===== config.mk =====
export PLATFORM = sky130hd
export DESIGN_NAME = regfile_write_arbiter_flat
export DESIGN_NICKNAME = d
export VERILOG_FILES = /design/src/rtl/ssc_regbank_pkg.sv /design/src/rtl/regfile_write_arbiter_if.sv /design/src/rtl/regfile_write_arbiter_rr_picker.sv /design/src/rtl/regfile_write_arbiter.sv /design/src/flat_wrapper.sv
export SDC_FILE = /design/constraint.sdc
export NUM_CORES = 1
export LEC_CHECK = 0
export CAP_MARGIN = 15
export CORE_MARGIN = 4
export CORE_UTILIZATION = 38
export CTS_BUF_LIST = sky130_fd_sc_hd__clkbuf_4 sky130_fd_sc_hd__clkbuf_8 sky130_fd_sc_hd__clkbuf_16
export CTS_CLUSTER_DIAMETER = 60
export DETAILED_ROUTE_END_ITERATION = 12
export PLACE_DENSITY = 0.87
export SYNTH_ARGS = -nofsm -noshare
export SYNTH_HDL_FRONTEND = slang
export SYNTH_SLANG_ARGS = --single-unit

===== constraint.sdc =====
create_clock -name clk -period 3.22 [get_ports clk]
set_input_delay 0.644 -clock clk [delete_from_list [all_inputs] [get_ports clk]]
set_output_delay 0.644 -clock clk [all_outputs]
set_load 0.01 [all_outputs]

===== src/rtl/ssc_regbank_pkg.sv =====
// Shared constants and types for the register bank and its write-port arbiter.
package ssc_regbank_pkg;
    localparam int unsigned N_REQ  = 3;
    localparam int unsigned N_REGS = 16;
    localparam int unsigned DATA_W = 20;
    localparam int unsigned ADDR_W = 4;

    typedef logic [ADDR_W-1:0] reg_addr_t;
    typedef logic [DATA_W-1:0] reg_data_t;

    // Pointer width for a round-robin over n requesters, never below one bit.
    function automatic int unsigned ptr_w(input int unsigned n);
        return (n <= 2) ? 1 : $clog2(n);
    endfunction
endpackage


===== src/rtl/regfile_write_arbiter_if.sv =====
// Write-back request bus between the pipeline requesters and the register bank arbiter.
interface regfile_write_arbiter_if
    import ssc_regbank_pkg::*;
#(
    parameter int unsigned N_REQ  = ssc_regbank_pkg::N_REQ,
    parameter int unsigned N_REGS = ssc_regbank_pkg::N_REGS,
    parameter int unsigned DATA_W = ssc_regbank_pkg::DATA_W,
    parameter int unsigned ADDR_W = ssc_regbank_pkg::ADDR_W
);
    logic                       stall;
    logic [N_REQ-1:0]           req;
    logic [N_REQ*ADDR_W-1:0]    req_addr;
    logic [N_REQ*DATA_W-1:0]    req_data;
    logic [N_REQ-1:0]           gnt;
    logic [N_REGS-1:0]          wr_en;
    logic [DATA_W-1:0]          wr_data;
    logic                       addr_err;
    logic                       busy;

    modport master (
        output stall, req, req_addr, req_data,
        input  gnt, wr_en, wr_data, addr_err, busy
    );

    modport slave (
        input  stall, req, req_addr, req_data,
        output gnt, wr_en, wr_data, addr_err, busy
    );
endinterface


===== src/rtl/regfile_write_arbiter_rr_picker.sv =====
// Combinational round-robin picker: first eligible index scanning from ptr, wrapping.
module rr_picker
    import ssc_regbank_pkg::*;
#(
    parameter int unsigned N = ssc_regbank_pkg::N_REQ,
    localparam int unsigned PTR_W = ptr_w(N)
) (
    input  logic [N-1:0]     elig,
    input  logic [PTR_W-1:0] ptr,
    output logic [N-1:0]     win_c,
    output logic             valid_c
);
    logic [PTR_W-1:0] idx;

    always_comb begin
        win_c   = '0;
        valid_c = 1'b0;
        idx     = '0;
        for (int unsigned i = 0; i < N; i++) begin
            idx = PTR_W'((32'(ptr) + i) % N);
            if (!valid_c && elig[idx]) begin
                win_c[idx] = 1'b1;
                valid_c    = 1'b1;
            end
        end
    end
endmodule


===== src/rtl/regfile_write_arbiter.sv =====
// Round-robin arbiter sharing the register bank write port among N_REQ requesters.
// Optional macro ZERO_REG_PROTECT_EN makes address 0 a hardwired-zero register.
module regfile_write_arbiter
    import ssc_regbank_pkg::*;
#(
    parameter int unsigned N_REQ  = ssc_regbank_pkg::N_REQ,
    parameter int unsigned N_REGS = ssc_regbank_pkg::N_REGS,
    parameter int unsigned DATA_W = ssc_regbank_pkg::DATA_W,
    parameter int unsigned ADDR_W = ssc_regbank_pkg::ADDR_W
) (
    input logic                     clk,
    input logic                     rst,
    regfile_write_arbiter_if.slave  bus
);
    localparam int unsigned PTR_W = ptr_w(N_REQ);

    logic [PTR_W-1:0]   ptr;
    logic [PTR_W-1:0]   ptr_n_c;
    logic [N_REQ-1:0]   elig_c;
    logic [N_REQ-1:0]   win_c;
    logic               valid_c;
    logic [ADDR_W-1:0]  sel_addr_c;
    logic [DATA_W-1:0]  sel_data_c;
    logic               oob_c;
    logic               zero_c;
    logic [N_REGS-1:0]  wr_en_n_c;

    assign bus.busy = |bus.req;

    // Last cycle's grantee is masked so a held request is never granted twice.
    assign elig_c = bus.req & ~bus.gnt;

    rr_picker #(.N(N_REQ)) u_pick (
        .elig    (elig_c),
        .ptr     (ptr),
        .win_c   (win_c),
        .valid_c (valid_c)
    );

    // Winner mux, next pointer and target decode.
    always_comb begin
        sel_addr_c = '0;
        sel_data_c = '0;
        ptr_n_c    = ptr;
        for (int i = 0; i < int'(N_REQ); i++) begin
            if (win_c[i]) begin
                sel_addr_c = bus.req_addr[i*ADDR_W +: ADDR_W];
                sel_data_c = bus.req_data[i*DATA_W +: DATA_W];
                ptr_n_c    = (i == int'(N_REQ) - 1) ? '0 : PTR_W'(i + 1);
            end
        end
        oob_c = 32'(sel_addr_c) >= N_REGS;
`ifdef ZERO_REG_PROTECT_EN
        zero_c = (sel_addr_c == '0);
`else
        zero_c = 1'b0;
`endif
        wr_en_n_c = (oob_c || zero_c) ? '0 : (N_REGS'(1) << sel_addr_c);
    end

    always_ff @(posedge clk) begin
        if (rst) begin
            ptr          <= '0;
            bus.gnt      <= '0;
            bus.wr_en    <= '0;
            bus.wr_data  <= '0;
            bus.addr_err <= 1'b0;
        end else if (!bus.stall && valid_c) begin
            ptr          <= ptr_n_c;
            bus.gnt      <= win_c;
            bus.wr_en    <= wr_en_n_c;
            bus.wr_data  <= sel_data_c;
            bus.addr_err <= oob_c;
        end else begin
            bus.gnt      <= '0;
            bus.wr_en    <= '0;
            bus.addr_err <= 1'b0;
        end
    end
endmodule


===== src/flat_wrapper.sv =====
// flat-port wrapper written by rule: the top's interface ports become plain ports
module regfile_write_arbiter_flat import ssc_regbank_pkg::*;
#(
    parameter int unsigned N_REQ  = ssc_regbank_pkg::N_REQ,
    parameter int unsigned N_REGS = ssc_regbank_pkg::N_REGS,
    parameter int unsigned DATA_W = ssc_regbank_pkg::DATA_W,
    parameter int unsigned ADDR_W = ssc_regbank_pkg::ADDR_W
)
  (clk, rst, bus_stall, bus_req, bus_req_addr, bus_req_data, bus_gnt, bus_wr_en, bus_wr_data, bus_addr_err, bus_busy);
  regfile_write_arbiter_if #(.N_REQ(N_REQ), .N_REGS(N_REGS), .DATA_W(DATA_W), .ADDR_W(ADDR_W)) bus_i ();
  input logic clk;
  input logic rst;
  input wire logic [$bits(bus_i.stall)-1:0] bus_stall;
  input wire logic [$bits(bus_i.req)-1:0] bus_req;
  input wire logic [$bits(bus_i.req_addr)-1:0] bus_req_addr;
  input wire logic [$bits(bus_i.req_data)-1:0] bus_req_data;
  output wire logic [$bits(bus_i.gnt)-1:0] bus_gnt;
  output wire logic [$bits(bus_i.wr_en)-1:0] bus_wr_en;
  output wire logic [$bits(bus_i.wr_data)-1:0] bus_wr_data;
  output wire logic [$bits(bus_i.addr_err)-1:0] bus_addr_err;
  output wire logic [$bits(bus_i.busy)-1:0] bus_busy;
  assign bus_i.stall = bus_stall;
  assign bus_i.req = bus_req;
  assign bus_i.req_addr = bus_req_addr;
  assign bus_i.req_data = bus_req_data;
  assign bus_gnt = bus_i.gnt;
  assign bus_wr_en = bus_i.wr_en;
  assign bus_wr_data = bus_i.wr_data;
  assign bus_addr_err = bus_i.addr_err;
  assign bus_busy = bus_i.busy;
  regfile_write_arbiter #(.N_REQ(N_REQ), .N_REGS(N_REGS), .DATA_W(DATA_W), .ADDR_W(ADDR_W)) u_core (.clk(clk), .rst(rst), .bus(bus_i));
endmodule

=== After elaboration in Yosys (flattened, before gate mapping) ===
Cells that the tools add are included.

* Register bits after elaboration: 41
* Input bits: 78
* Output and inout bits: 41
* Word-level logic and storage cells: 61

* Add/sub/neg operators: 2
* Divide/modulo/power cells: 3
* $lt $le $gt $ge: 6
* Shifts and indexed selects: 1
* Multiplexer cells: 27
* Bitwise gates (word level): 5
* Reduce and logical (&&, ||, !) cells: 13

{| class="wikitable"
|+ Operators with widths
! operator !! count
|-
| 32-bit by 2-bit modulo with 32-bit output (second input constant) || 2
|-
| 20-bit two-way mux || 3
|-
| 2-bit by 2-bit modulo with 32-bit output (second input constant) || 1
|-
| 1-bit by 4-bit left shift with 16-bit output (first input constant) || 1
|-
| 4-bit two-way mux || 3
|-
| 2-bit by 3-bit < comparator with 1-bit output (second input constant) || 3
|-
| 1-bit two-way mux || 9
|-
| 3-bit two-way mux || 3
|-
| 1-bit binary-select mux with 2-bit select || 3
|-
| 1-bit demux with 2-bit select || 3
|-
| 2-bit by 1-bit >= comparator with 1-bit output (second input constant) || 3
|-
| 1-bit logical AND || 6
|-
| 2-bit two-way mux || 3
|-
| 3-bit OR || 2
|-
| 2-bit by 1-bit adder with 3-bit output (second input constant) || 1
|-
| 2-bit by 2-bit adder with 3-bit output (second input constant) || 1
|-
| 3-bit AND || 1
|-
| 1-bit zero test || 3
|-
| 3-bit inverter || 1
|-
| 3-bit nonzero test || 1
|-
| 3-bit OR reduction || 1
|-
| 2-bit AND reduction || 1
|-
| 2-bit OR reduction || 1
|-
| 1-bit inverter || 1
|}

=== Longest topological paths before layout ===
Gate-level depths: netlist (run 1).

* Depth in word-level cells: 15
* Gate-level depth with buffers: 12
* Gate-level depth less buffers: 9

=== By module ===
From an unflattened synthesis (run 1), not the netlist that was laid out.

* Cell total of the unflattened synthesis: 237
* Area total of the unflattened synthesis: 2187.1 µm²

{| class="wikitable"
|+ Modules (own cells, without submodules)
! module !! instances !! cells each !! area an instance (µm²) !! seq. area each (µm²)
|-
| regfile_write_arbiter || 1 || 199 || 1915.6 || 820.8
|-
| rr_picker || 1 || 38 || 271.5 || 0.0
|}

=== Worst setup path after synthesis (run 1) ===
No wires, ideal clock.

* Kind: reg-to-reg
* Start: reg u_core.ptr[0]
* End: reg u_core.bus.wr_en[0]
* Setup time: 135 ps
* Data arrival time: 2444 ps
* Data required time: 3085 ps
* Slack: 641 ps
* Cell stages (with the launch flop): 13
* Buffers on the path: 3
* Period minus slack after synthesis: 2579 ps
* Cells stage by stage: dfxtp_1 inv_1 ha_1 buf_6 nor4b_1 or3_4 a21oi_1 and3_1 buf_2 a221oi_2 nand2b_1 buf_2 nor4_1

* Word-level cells in the longest chain between the ends: 14
* Elaborated cells between the ends (all ways): 45
* Classes of those cells: 2 x add/sub; 3 x div; 6 x order compare; 1 x shift; 21 x mux; 3 x bitwise; 9 x reduce/logical

{| class="wikitable"
|+ Ends and longest elaborated chain
! item !! RTL line !! RTL
|-
| start, declared || regfile_write_arbiter.sv:17 || <nowiki>logic [PTR_W-1:0] ptr;</nowiki>
|-
| start signal, assigned || regfile_write_arbiter.sv:69 || <nowiki>ptr <= ptr_n_c;</nowiki>
|-
| 2-bit by 1-bit adder with 3-bit output / 2-bit by 2-bit modulo with 32-bit output (equally long branches) || regfile_write_arbiter_rr_picker.sv:20 || <nowiki>idx = PTR_W'((32'(ptr) + i) % N);</nowiki>
|-
| 32-bit by 2-bit modulo with 32-bit output, or another cell as far along || regfile_write_arbiter_rr_picker.sv:20 ||
|-
| 2-bit by 3-bit < comparator with 1-bit output (implied by the code), or another cell as far along || regfile_write_arbiter_rr_picker.sv:22 || <nowiki>win_c[idx] = 1'b1;</nowiki>
|-
| 1-bit logical AND (implied by the code), or another cell as far along || regfile_write_arbiter_rr_picker.sv:22 ||
|-
| 1-bit two-way mux (implied by the code), or another cell as far along || regfile_write_arbiter_rr_picker.sv:22 ||
|-
| 1-bit demux with 2-bit select, or another cell as far along || regfile_write_arbiter_rr_picker.sv:22 ||
|-
| 3-bit OR (no source line) / 1-bit two-way mux (equally long branches) || n/a ||
|-
| 3-bit two-way mux / 1-bit zero test (equally long branches) || regfile_write_arbiter_rr_picker.sv:21 || <nowiki>if (!valid_c && elig[idx]) begin</nowiki>
|-
| 3-bit OR (no source line) / 1-bit logical AND (equally long branches) || n/a ||
|-
| 3-bit two-way mux || regfile_write_arbiter_rr_picker.sv:21 ||
|-
| 4-bit two-way mux (3 in a row) || regfile_write_arbiter.sv:46 || <nowiki>if (win_c[i]) begin</nowiki>
|-
| 1-bit by 4-bit left shift with 16-bit output || regfile_write_arbiter.sv:58 || <nowiki>wr_en_n_c = (oob_c || zero_c) ? '0 : (N_REGS'(1) << sel_addr_c);</nowiki>
|-
| end signal, assigned || regfile_write_arbiter.sv:71 || <nowiki>bus.wr_en <= wr_en_n_c;</nowiki>
|-
| end, declared || regfile_write_arbiter_if.sv:27 || <nowiki>output gnt, wr_en, wr_data, addr_err, busy</nowiki>
|}

Several ways; a longest one is shown, not always the timed one. The select of a mux whose other input is x is not followed.
A chain may end at the register's enable or synchronous reset.

=== Worst setup path after layout (run 1) ===
* Start: reg u_core.ptr[0]
* End: reg u_core.bus.wr_en[13]

The elaborated chain is that of the path after synthesis.

==> flow_metrics.tcl, run 1 <==
set metrics [dict create \
    status "finished, final reports clean" \
    drc 0 \
    grt_pass1_vias 2152 \
    area_growth_pct 66.7 \
    post-cts-setup-buffers 0 \
    clock-sinks 41 \
    synth_edf_count 0 \
    via_per_inst 5.52 \
    yosysMostFrequentCell "dfxtp_1" \
    rows 26 \
    min_from "u_core.bus.wr_data[18]" \
    required_ns 3.38 \
    dieArea_um2 6570 \
    die_h_um 81.1 \
    end_kind "flip-flop" \
    synth.avg_cell_area_um2 9.52 \
    diodes 0 \
    yosysSeqAreaShare_pct 40.5 \
    ctsHoldBuffers 0 \
    multi_input_area_um2 1100 \
    synth.ff_latch_count 41 \
    io_buffers 117 \
    io_pins 119 \
    crit_fanout 11 \
    dr_total_vias 2204 \
    synth-async-reset-ratio_pct 0 \
    relSlewSlack_pct 63.8 \
    cts_root_buf "clkbuf_8" \
    rsz0062_at_grt "no" \
    dr.pass1.iters 5 \
    n_fill_cell 441 \
    fmax_mhz 342 \
    grtUsageTotal_pct 19.5 \
    start_util_pct 39.5 \
    r2r-start "u_core.ptr[0]" \
    gp_congestion 0.870 \
    holdWs_ns 0.535 \
    antenna_found_initial 0 \
    hold_viol 0 \
    total_leakage_power_nw 1.15 \
    cts_resized 0 \
    cp-startpoint "u_core.ptr[0]" \
    cts_tree "yes" \
    regArea_um2 821 \
    die_x_um 81.1 \
    grt_first_pass_wirelength_um 10100 \
    nets 410 \
    arrival_ns 3.09 \
    min_path_type "reg2reg" \
    htree_levels 2 \
    synth_commonest_cells "dfxtp_1 (41), a22oi_1 (20), a32oi_1 (20)" \
    final.period_utilization_pct 90.8 \
    clkSlewWorstSetupHoldPaths_ns 0.08 \
    slew_viol_final 0 \
    numCtsBuffers 5 \
    fin_tns_setup_ns 0 \
    overflow 0 \
    syn_inst 213 \
    path_cells "inv_1 -> ha_1 -> and4bb_2 -> nor3_1 -> o311ai_4 -> o21ai_2 -> a2bb2oi_1 -> a21oi_2 -> nor4_1" \
    path_class "reg2reg" \
    yosysWarningCount 0 \
    drive_gt1_share_pct 10.6 \
    drt-initial-drc-count 110 \
    synth.distinct_cells 46 \
    critPathLaunchType "flip-flop" \
    hpwl_um 4990 \
    final.setup_skew_ns 0.00534 \
    finalWirelength_um 6500 \
    p_per_area_nw_per_um2 921 \
    peakVddDrop_uv 500 \
    yosysTopAreaCellShare_pct 40.5 \
    synthTopCellsByArea "dfxtp_1 (40%), a32oi_1 (8.6%), a22oi_1 (7.4%), nor4_1 (4.9%), o21ai_0 (3.2%)" \
    slowest_delay_ns 0.48 \
    cp_slowest_cell "ha_1" \
    synth_nets 295 \
    final_util_pct 65.8 \
    yosys_most_used_dff "dfxtp_1" \
    synth_top_area_cell "dfxtp_1" \
    wl_per_cell_um 16.3 \
    grt_start_max_net_pins 22 \
    worstMarginPinSlew_ns 0.536 \
    timing.max_cap.violations 0 \
    core-area_um2 5140 \
    clk_latency_ns 0.29 \
    drtAntennaViolNets 0 \
    cts_buffer_depth 2 \
    layout_min_cycle_time_ns 2.93 \
    setup_viol 0 \
    netlist_area_um2 2030 \
]
-- cells by family (layout without fill, tap and decap cells) --
group	after synthesis	in the layout	share of synthesized area (%)
buffers and inverters	21	137	5.37
AND/OR/NAND/NOR	64	64	20.6
flip-flops	41	41	40.5
AO/OA/AOI/OAI	82	82	30.9
other	1	1	0.185
adder cells (fa/ha/maj)	4	4	2.47
-- layer usage --
metal / up-vias / GRT usage, % / part of all wire (%)
met5: - / 0 / 0
met2: 117 / 34.6 / 51
li1: 1080 / - / -
met1: 997 / 22.6 / 38
met3: 10 / 6.65 / 10
met4: 0 / 4.39 / 0.94
-- registers in the layout (all words and copies together), names as in the netlist --
| register | count |
|---|---|
| u_core.bus.gnt | 3 |
| u_core.bus.wr_en | 16 |
| u_core.ptr | 2 |
| u_core.bus.wr_data | 20 |
-- layout by cell type (no fill, tap or decap), types with 7 or more instances in the layout --
cell,synthesis,final
a22oi_1,20,20
a32oi_1,20,20
buf_4,1,7
clkdlybuf4s50_1,0,117
dfxtp_1,41,41
nor2_1,10,10
nor4_1,16,16
o21ai_0,13,13
o21ai_1,7,7
-- metrics by stage --
step           std cells  total power, W  area, µm²  setup slack [ns]
2_1_floorplan        213         0.00202       2030             0.641
3_3_place_gp         391         0.00264       3270             0.254
3_5_place_dp         391         0.00270       3270             0.177
4_1_cts              399         0.00312       3380             0.273
5_1_grt              399         0.00333       3380            0.0705
6_report             399         0.00311       3380             0.295
-- power breakdown --
group          switching (W)  leakage [nW]  internal [W]
Combinational        0.00107         0.758      0.000863
Clock               0.000178        0.0543      0.000232
Sequential         0.0000955         0.333      0.000679
Total                0.00134          1.15       0.00177
-- final timing paths --
check	end	slack, ns	depth (start not counted)
worst min-delay path	u_core.bus.wr_data[18]	0.53	2
worst min register to register	u_core.bus.wr_data[18]	0.53	2
worst max-delay path	u_core.bus.wr_en[13]	0.29	9
worst max register to register	u_core.bus.wr_en[13]	0.29	9
-- layout make-up --
type | instances | share of cell area, %
tap | 70 | 2.59
multi-input combinational | 151 | 32.5
clock inverter | 3 | 1.37
timing repair buffer | 125 | 36.8
inverter | 4 | 0.444
clock buffer | 5 | 2.04
sequential | 41 | 24.3
-- critical path, delay by kind of cell, from the launching register on --
kind | cells | cell delay, ns
compound gates | 4 | 0.76
fa+ha+maj | 1 | 0.48
flops | 1 | 0.40
buf+inv | 1 | 0.09
simple gates | 3 | 1.09
Note: power is estimated with default switching activity, not from simulation.
==> run 2: changes to the inputs <==
--- a/config.mk
+++ b/config.mk
@@ -9,9 +9,9 @@
 export CORE_MARGIN = 4
 export CORE_UTILIZATION = 38
 export CTS_BUF_LIST = sky130_fd_sc_hd__clkbuf_4 sky130_fd_sc_hd__clkbuf_8 sky130_fd_sc_hd__clkbuf_16
-export CTS_CLUSTER_DIAMETER = 60
 export DETAILED_ROUTE_END_ITERATION = 12
 export PLACE_DENSITY = 0.87
+export RECOVER_POWER = 100
 export SYNTH_ARGS = -nofsm -noshare
 export SYNTH_HDL_FRONTEND = slang
 export SYNTH_SLANG_ARGS = --single-unit
==> flow_metrics.tcl, run 2 (synthesis results as in run 1) <==
set metrics [dict create \
    htree_levels 2 \
    status "finished, final reports clean" \
    crit_family "simple AND/OR/NAND/NOR gates" \
    dr.pass1.iters 4 \
    placed_cells_incl_taps 391 \
    multi_input_area_um2 1100 \
    peakVddDrop_uv 485 \
    rsz0062_at_grt "no" \
    cts_root_buf "clkbuf_8" \
    cts_resized 0 \
    core-area_um2 5140 \
    area_growth_pct 66.7 \
    post-cts-setup-buffers 0 \
    grt_first_pass_wirelength_um 10100 \
    crit_end "u_core.bus.wr_data[19]" \
    crit_fanout 21 \
    antenna_found_initial 0 \
    start_util_pct 39.5 \
    cts_buffer_depth 2 \
    final_common_cell "clkdlybuf4s50_1" \
    die_x_um 81.1 \
    hold_viol 0 \
    final.setup_skew_ns 0.00644 \
    drc 0 \
    cp.depth 10 \
    p_per_area_nw_per_um2 897 \
    die_h_um 81.1 \
    drive_gt1_share_pct 9.73 \
    holdWs_ns 0.534 \
    nets 410 \
    regArea_um2 821 \
    final_util_pct 65.8 \
    worst-r2r-setup-slack_ns 0.28 \
    grt_start_max_net_pins 22 \
    rows 26 \
    dieArea_um2 6570 \
    relSlewSlack_pct 64.0 \
    dr_total_vias 2209 \
    io_pins 119 \
    reg2reg_depth 10 \
    reg_top3 "u_core.bus.wr_data x20, u_core.bus.wr_en x16, u_core.bus.gnt x3" \
    grtUsageTotal_pct 19.5 \
    path_cells "inv_1 -> ha_1 -> and4bb_2 -> nor3_1 -> a31o_1 -> or2_0 -> nor2_1 -> buf_4 -> a22oi_1 -> o21ai_0" \
    wl_per_cell_um 16.3 \
    gp_congestion 0.870 \
    final_cells 399 \
    setup_viol 0 \
    numCtsBuffers 5 \
    arrival_ns 3.11 \
    rr_endpoint "u_core.bus.wr_data[19]" \
    slew_viol_final 0 \
    total_leakage_power_nw 1.27 \
    diodes 0 \
    worst-path-buf-inv 2 \
    hpwl_um 4990 \
    layout_min_cycle_time_ns 2.94 \
    worstMarginPinSlew_ns 0.532 \
    via_per_inst 5.54 \
    path_class "reg2reg" \
    timing.max_cap.violations 0 \
    n_fill_cell 441 \
    drtAntennaViolNets 0 \
    clk_latency_ns 0.28 \
    grt_pass1_vias 2152 \
    clkSlewWorstSetupHoldPaths_ns 0.09 \
    top_register "u_core.bus.wr_data" \
    ctsHoldBuffers 0 \
    min_path_type "reg2reg" \
    finalWirelength_um 6510 \
    cts_tree "yes" \
    overflow 0 \
    end_kind "flip-flop" \
    cp-startpoint "u_core.ptr[0]" \
    layout_common_cells "clkdlybuf4s50_1 (77), dfxtp_1 (41), dlygate4sd3_1 (40)" \
    clock-sinks 41 \
    required_ns 3.39 \
    io_buffers 117 \
    critPathLaunchType "flip-flop" \
    fmax_mhz 340 \
    fin_tns_setup_ns 0 \
    drt-initial-drc-count 100 \
    slowest_delay_ns 0.48 \
    final.period_utilization_pct 91.4 \
    cp_slowest_cell "ha_1" \
    largest_register_ffs 20 \
    power_w 0.00303 \
    r2r-start "u_core.ptr[0]" \
]
run 2: cell count changes in the layout (fill, tap and decap cells not counted):
cell,delta
clkdlybuf4s50_1,-40
dlygate4sd3_1,+40
o21ai_0,+7
o21ai_1,-7
a31o_1,+3
a31o_2,-3
or2_0,+1
or2_1,-1
run 2: where the power goes:
part | total, W | internal, W | leakage [nW] | switching, W
combinational | 0.00185 | 0.000794 | 0.880 | 0.00106
clock | 0.000411 | 0.000232 | 0.0543 | 0.000179
sequential | 0.000767 | 0.000679 | 0.333 | 0.0000885
total | 0.00303 | 0.00170 | 1.27 | 0.00133
run 2: final cells by class:
| type | count | area share (%) |
|---|---|---|
| Timing Repair Buffer | 125 | 36.8 |
| Multi-Input combinational cell | 151 | 32.5 |
| Sequential cell | 41 | 24.3 |
| Tap cell | 70 | 2.59 |
| Clock buffer | 5 | 2.04 |
| Clock inverter | 3 | 1.37 |
| Inverter | 4 | 0.444 |
run 2: per-stage QoR:
| step | setup slack, ns | area (µm²) |
|---|---|---|
| 5_1_grt | 0.0705 | 3380 |
| 6_report | 0.276 | 3380 |
| 3_5_place_dp | 0.177 | 3270 |
| 2_1_floorplan | 0.641 | 2030 |
| 4_1_cts | 0.273 | 3380 |
| 3_3_place_gp | 0.254 | 3270 |
run 2: worst reg2reg max path: stages (launching register included):
cell and delay (ns):
dfxtp_1 0.40, inv_1 0.09, ha_1 0.48, and4bb_2 0.30
nor3_1 0.44, a31o_1 0.33, or2_0 0.20, nor2_1 0.06
buf_4 0.21, a22oi_1 0.21, o21ai_0 0.11
run 2: how the worst min path moves through the flow:
stage | from | to | slack, ns | cells after the start
4_1_cts | u_core.bus.wr_data[18] | u_core.bus.wr_data[18] | 0.54 | 2
2_1_floorplan | u_core.ptr[1] | u_core.ptr[1] | 0.50 | 2
5_1_grt | u_core.bus.wr_data[0] | u_core.bus.wr_data[0] | 0.55 | 2
3_5_place_dp | u_core.bus.wr_data[18] | u_core.bus.wr_data[18] | 0.52 | 2
6_report | u_core.bus.wr_data[9] | u_core.bus.wr_data[9] | 0.53 | 2
3_3_place_gp | u_core.bus.wr_data[15] | u_core.bus.wr_data[15] | 0.50 | 2
run 2: metal layers:
layer | global-route usage (%) | vias up | part of all wire (%)
met5 | 0 | - | 0
met4 | 4.39 | 0 | 1.4
met3 | 6.65 | 12 | 10
met2 | 34.6 | 110 | 50
met1 | 22.6 | 1006 | 39
li1 | - | 1081 | -
==> run 3: changes to the inputs <==
--- a/config.mk
+++ b/config.mk
@@ -5,12 +5,11 @@
 export SDC_FILE = /design/constraint.sdc
 export NUM_CORES = 1
 export LEC_CHECK = 0
-export CAP_MARGIN = 15
 export CORE_MARGIN = 4
-export CORE_UTILIZATION = 38
+export CORE_UTILIZATION = 34
 export CTS_BUF_LIST = sky130_fd_sc_hd__clkbuf_4 sky130_fd_sc_hd__clkbuf_8 sky130_fd_sc_hd__clkbuf_16
 export DETAILED_ROUTE_END_ITERATION = 12
-export PLACE_DENSITY = 0.87
+export PLACE_DENSITY = 0.82
 export RECOVER_POWER = 100
 export SYNTH_ARGS = -nofsm -noshare
 export SYNTH_HDL_FRONTEND = slang
==> constraint.sdc (replaced) <==
create_clock -name clk -period 2.7 [get_ports clk]
set_input_delay 0.54 -clock clk [delete_from_list [all_inputs] [get_ports clk]]
set_output_delay 0.54 -clock clk [all_outputs]
set_load 0.01 [all_outputs]
==> flow_metrics.tcl, run 3 (synthesis results as in run 1) <==
set metrics [dict create \
    status "finished, final reports clean" \
    core-area_um2 5640 \
    final.period_utilization_pct 96.6 \
    top_register "u_core.bus.wr_data" \
    r2r-start "u_core.ptr[1]" \
    final_util_pct 67.7 \
    min_path_type "reg2reg" \
    grt_start_max_net_pins 23 \
    peakVddDrop_uv 738 \
    fin_tns_setup_ns 0 \
    worst-r2r-setup-slack_ns 0.09 \
    grt_first_pass_wirelength_um 10800 \
    io_pins 119 \
    die_x_um 85.2 \
    setup_viol 0 \
    setup_ws_ns 0.0906 \
    drive_gt1_share_pct 24.7 \
    ctsHoldBuffers 0 \
    placed_cells_incl_taps 415 \
    die_h_um 85.2 \
    p_per_area_nw_per_um2 1170 \
    arrival_ns 2.80 \
    hold_depth 2 \
    gp_congestion 0.857 \
    dr_total_vias 2355 \
    cts_root_buf "clkbuf_8" \
    io_buffers 117 \
    min_from "u_core.bus.wr_data[13]" \
    path_class "reg2reg" \
    dr.pass1.iters 4 \
    finalWirelength_um 7040 \
    numCtsBuffers 5 \
    hpwl_um 5160 \
    dieArea_um2 7270 \
    path_cells "ha_4 -> nor4bb_2 -> or3_4 -> o311ai_4 -> o21a_1 -> nand3_1 -> a31o_4 -> nor4_2" \
    end_kind "flip-flop" \
    final_common_cell "clkdlybuf4s50_1" \
    grt_pass1_vias 2352 \
    antenna_found_initial 0 \
    nets 437 \
    cts_tree "yes" \
    timing.max_cap.violations 0 \
    total_leakage_power_nw 1.46 \
    final_cells 428 \
    power_w 0.00446 \
    layout_common_cells "clkdlybuf4s50_1 (74), dlygate4sd3_1 (40), dfxtp_1 (39)" \
    area_growth_pct 88.3 \
    wl_per_cell_um 16.4 \
    drc 0 \
    reg_top3 "u_core.bus.wr_data x20, u_core.bus.wr_en x16, u_core.bus.gnt x3" \
    reg2reg_depth 8 \
    fmax_mhz 383 \
    layout_min_cycle_time_ns 2.61 \
    drtAntennaViolNets 0 \
    clk_latency_ns 0.29 \
    drt-initial-drc-count 98 \
    slew_viol_final 0 \
    critPathLaunchType "flip-flop" \
    overflow 0 \
    clkSlewWorstSetupHoldPaths_ns 0.08 \
    diodes 0 \
    final.setup_skew_ns 0.00667 \
    hold_viol 0 \
    clock-sinks 41 \
    grtUsageTotal_pct 18.3 \
    cp_slowest_cell "or3_4" \
    cts_buffer_depth 2 \
    via_per_inst 5.50 \
    holdPathEnd "u_core.bus.wr_data[13]" \
    largest_register_ffs 20 \
    rows 27 \
    slowest_delay_ns 0.39 \
    htree_levels 2 \
    start_util_pct 36.0 \
    crit_fanout 8 \
    rr_endpoint "u_core.bus.wr_en[6]" \
    required_ns 2.89 \
    dp_worst_setup_slack_ns -0.290 \
]
-- run 3: cell types whose count changed in the layout (fill, tap and decap cells not counted), moves of 4 or more --
| cell | change |
|---|---|
| buf_4 | +23 |
| nor4_1 | -10 |
| nor4_2 | +6 |
| nor4_4 | +4 |
| o21ai_0 | -7 |
| o21ai_1 | +7 |
-- run 3: per-layer routing --
layer	vias to the layer above	share of wire, %	GRT usage [%]
met5	-	0	0
met4	0	1.4	5.47
met3	10	9.7	7.28
met2	114	49	31.9
met1	1097	40	20.3
li1	1134	-	-
-- run 3: how the worst max path moves through the flow --
| stage | from | endpoint | cells after the start |
|---|---|---|---|
| final | u_core.ptr[1] | u_core.bus.wr_en[6] | 8 |
| after CTS | u_core.ptr[0] | u_core.bus.wr_en[10] | 10 |
| after global routing | u_core.ptr[0] | u_core.bus.wr_data[0] | 14 |
| after detailed placement | bus_req[1] | u_core.bus.wr_en[4] | 9 |
| after global placement | bus_req[1] | u_core.bus.wr_en[15] | 9 |
| after floorplan | u_core.ptr[0] | u_core.bus.wr_en[0] | 12 |
-- run 3: critical path: cells and delay by family (launching register included) --
family / cells / cell delay (ns)
AO/OA/AOI/OAI: 3 / 0.87
adder cells (fa/ha/maj): 1 / 0.27
AND/OR/NAND/NOR: 4 / 1.03
flip-flops: 1 / 0.35
-- run 3: area by class of cell --
type | instances | area, µm²
Multi-Input combinational cell | 151 | 1310
Inverter | 4 | 15.0
Sequential cell | 41 | 823
Timing Repair Buffer | 152 | 1470
Clock inverter | 3 | 46.3
Clock buffer | 5 | 68.8
Tap cell | 72 | 90.1
Fill cell | 422 | 1820
-- run 3: what timing repair did --
| item | in CTS | in global routing |
|---|---|---|
| resized for setup | 1 | 43 |
| setup endpoints to repair | 4 | 36 |
| pin swaps | 0 | 12 |
| buffers inserted | 0 | 6 |
| cloned | 0 | 0 |
-- run 3: stage by stage --
| step | area, µm² | hold slack [ns] |
|---|---|---|
| 5_1_grt | 3820 | 0.550 |
| 3_3_place_gp | 3450 | 0.499 |
| 2_1_floorplan | 2030 | 0.504 |
| 3_5_place_dp | 3450 | 0.514 |
| 6_report | 3820 | 0.524 |
| 4_1_cts | 3560 | 0.534 |
-- run 3: power by group --
| group | internal, W | total, W | switching (W) |
|---|---|---|---|
| clock | 0.000277 | 0.000494 | 0.000218 |
| sequential | 0.000812 | 0.000921 | 0.000108 |
| combinational | 0.00140 | 0.00305 | 0.00164 |
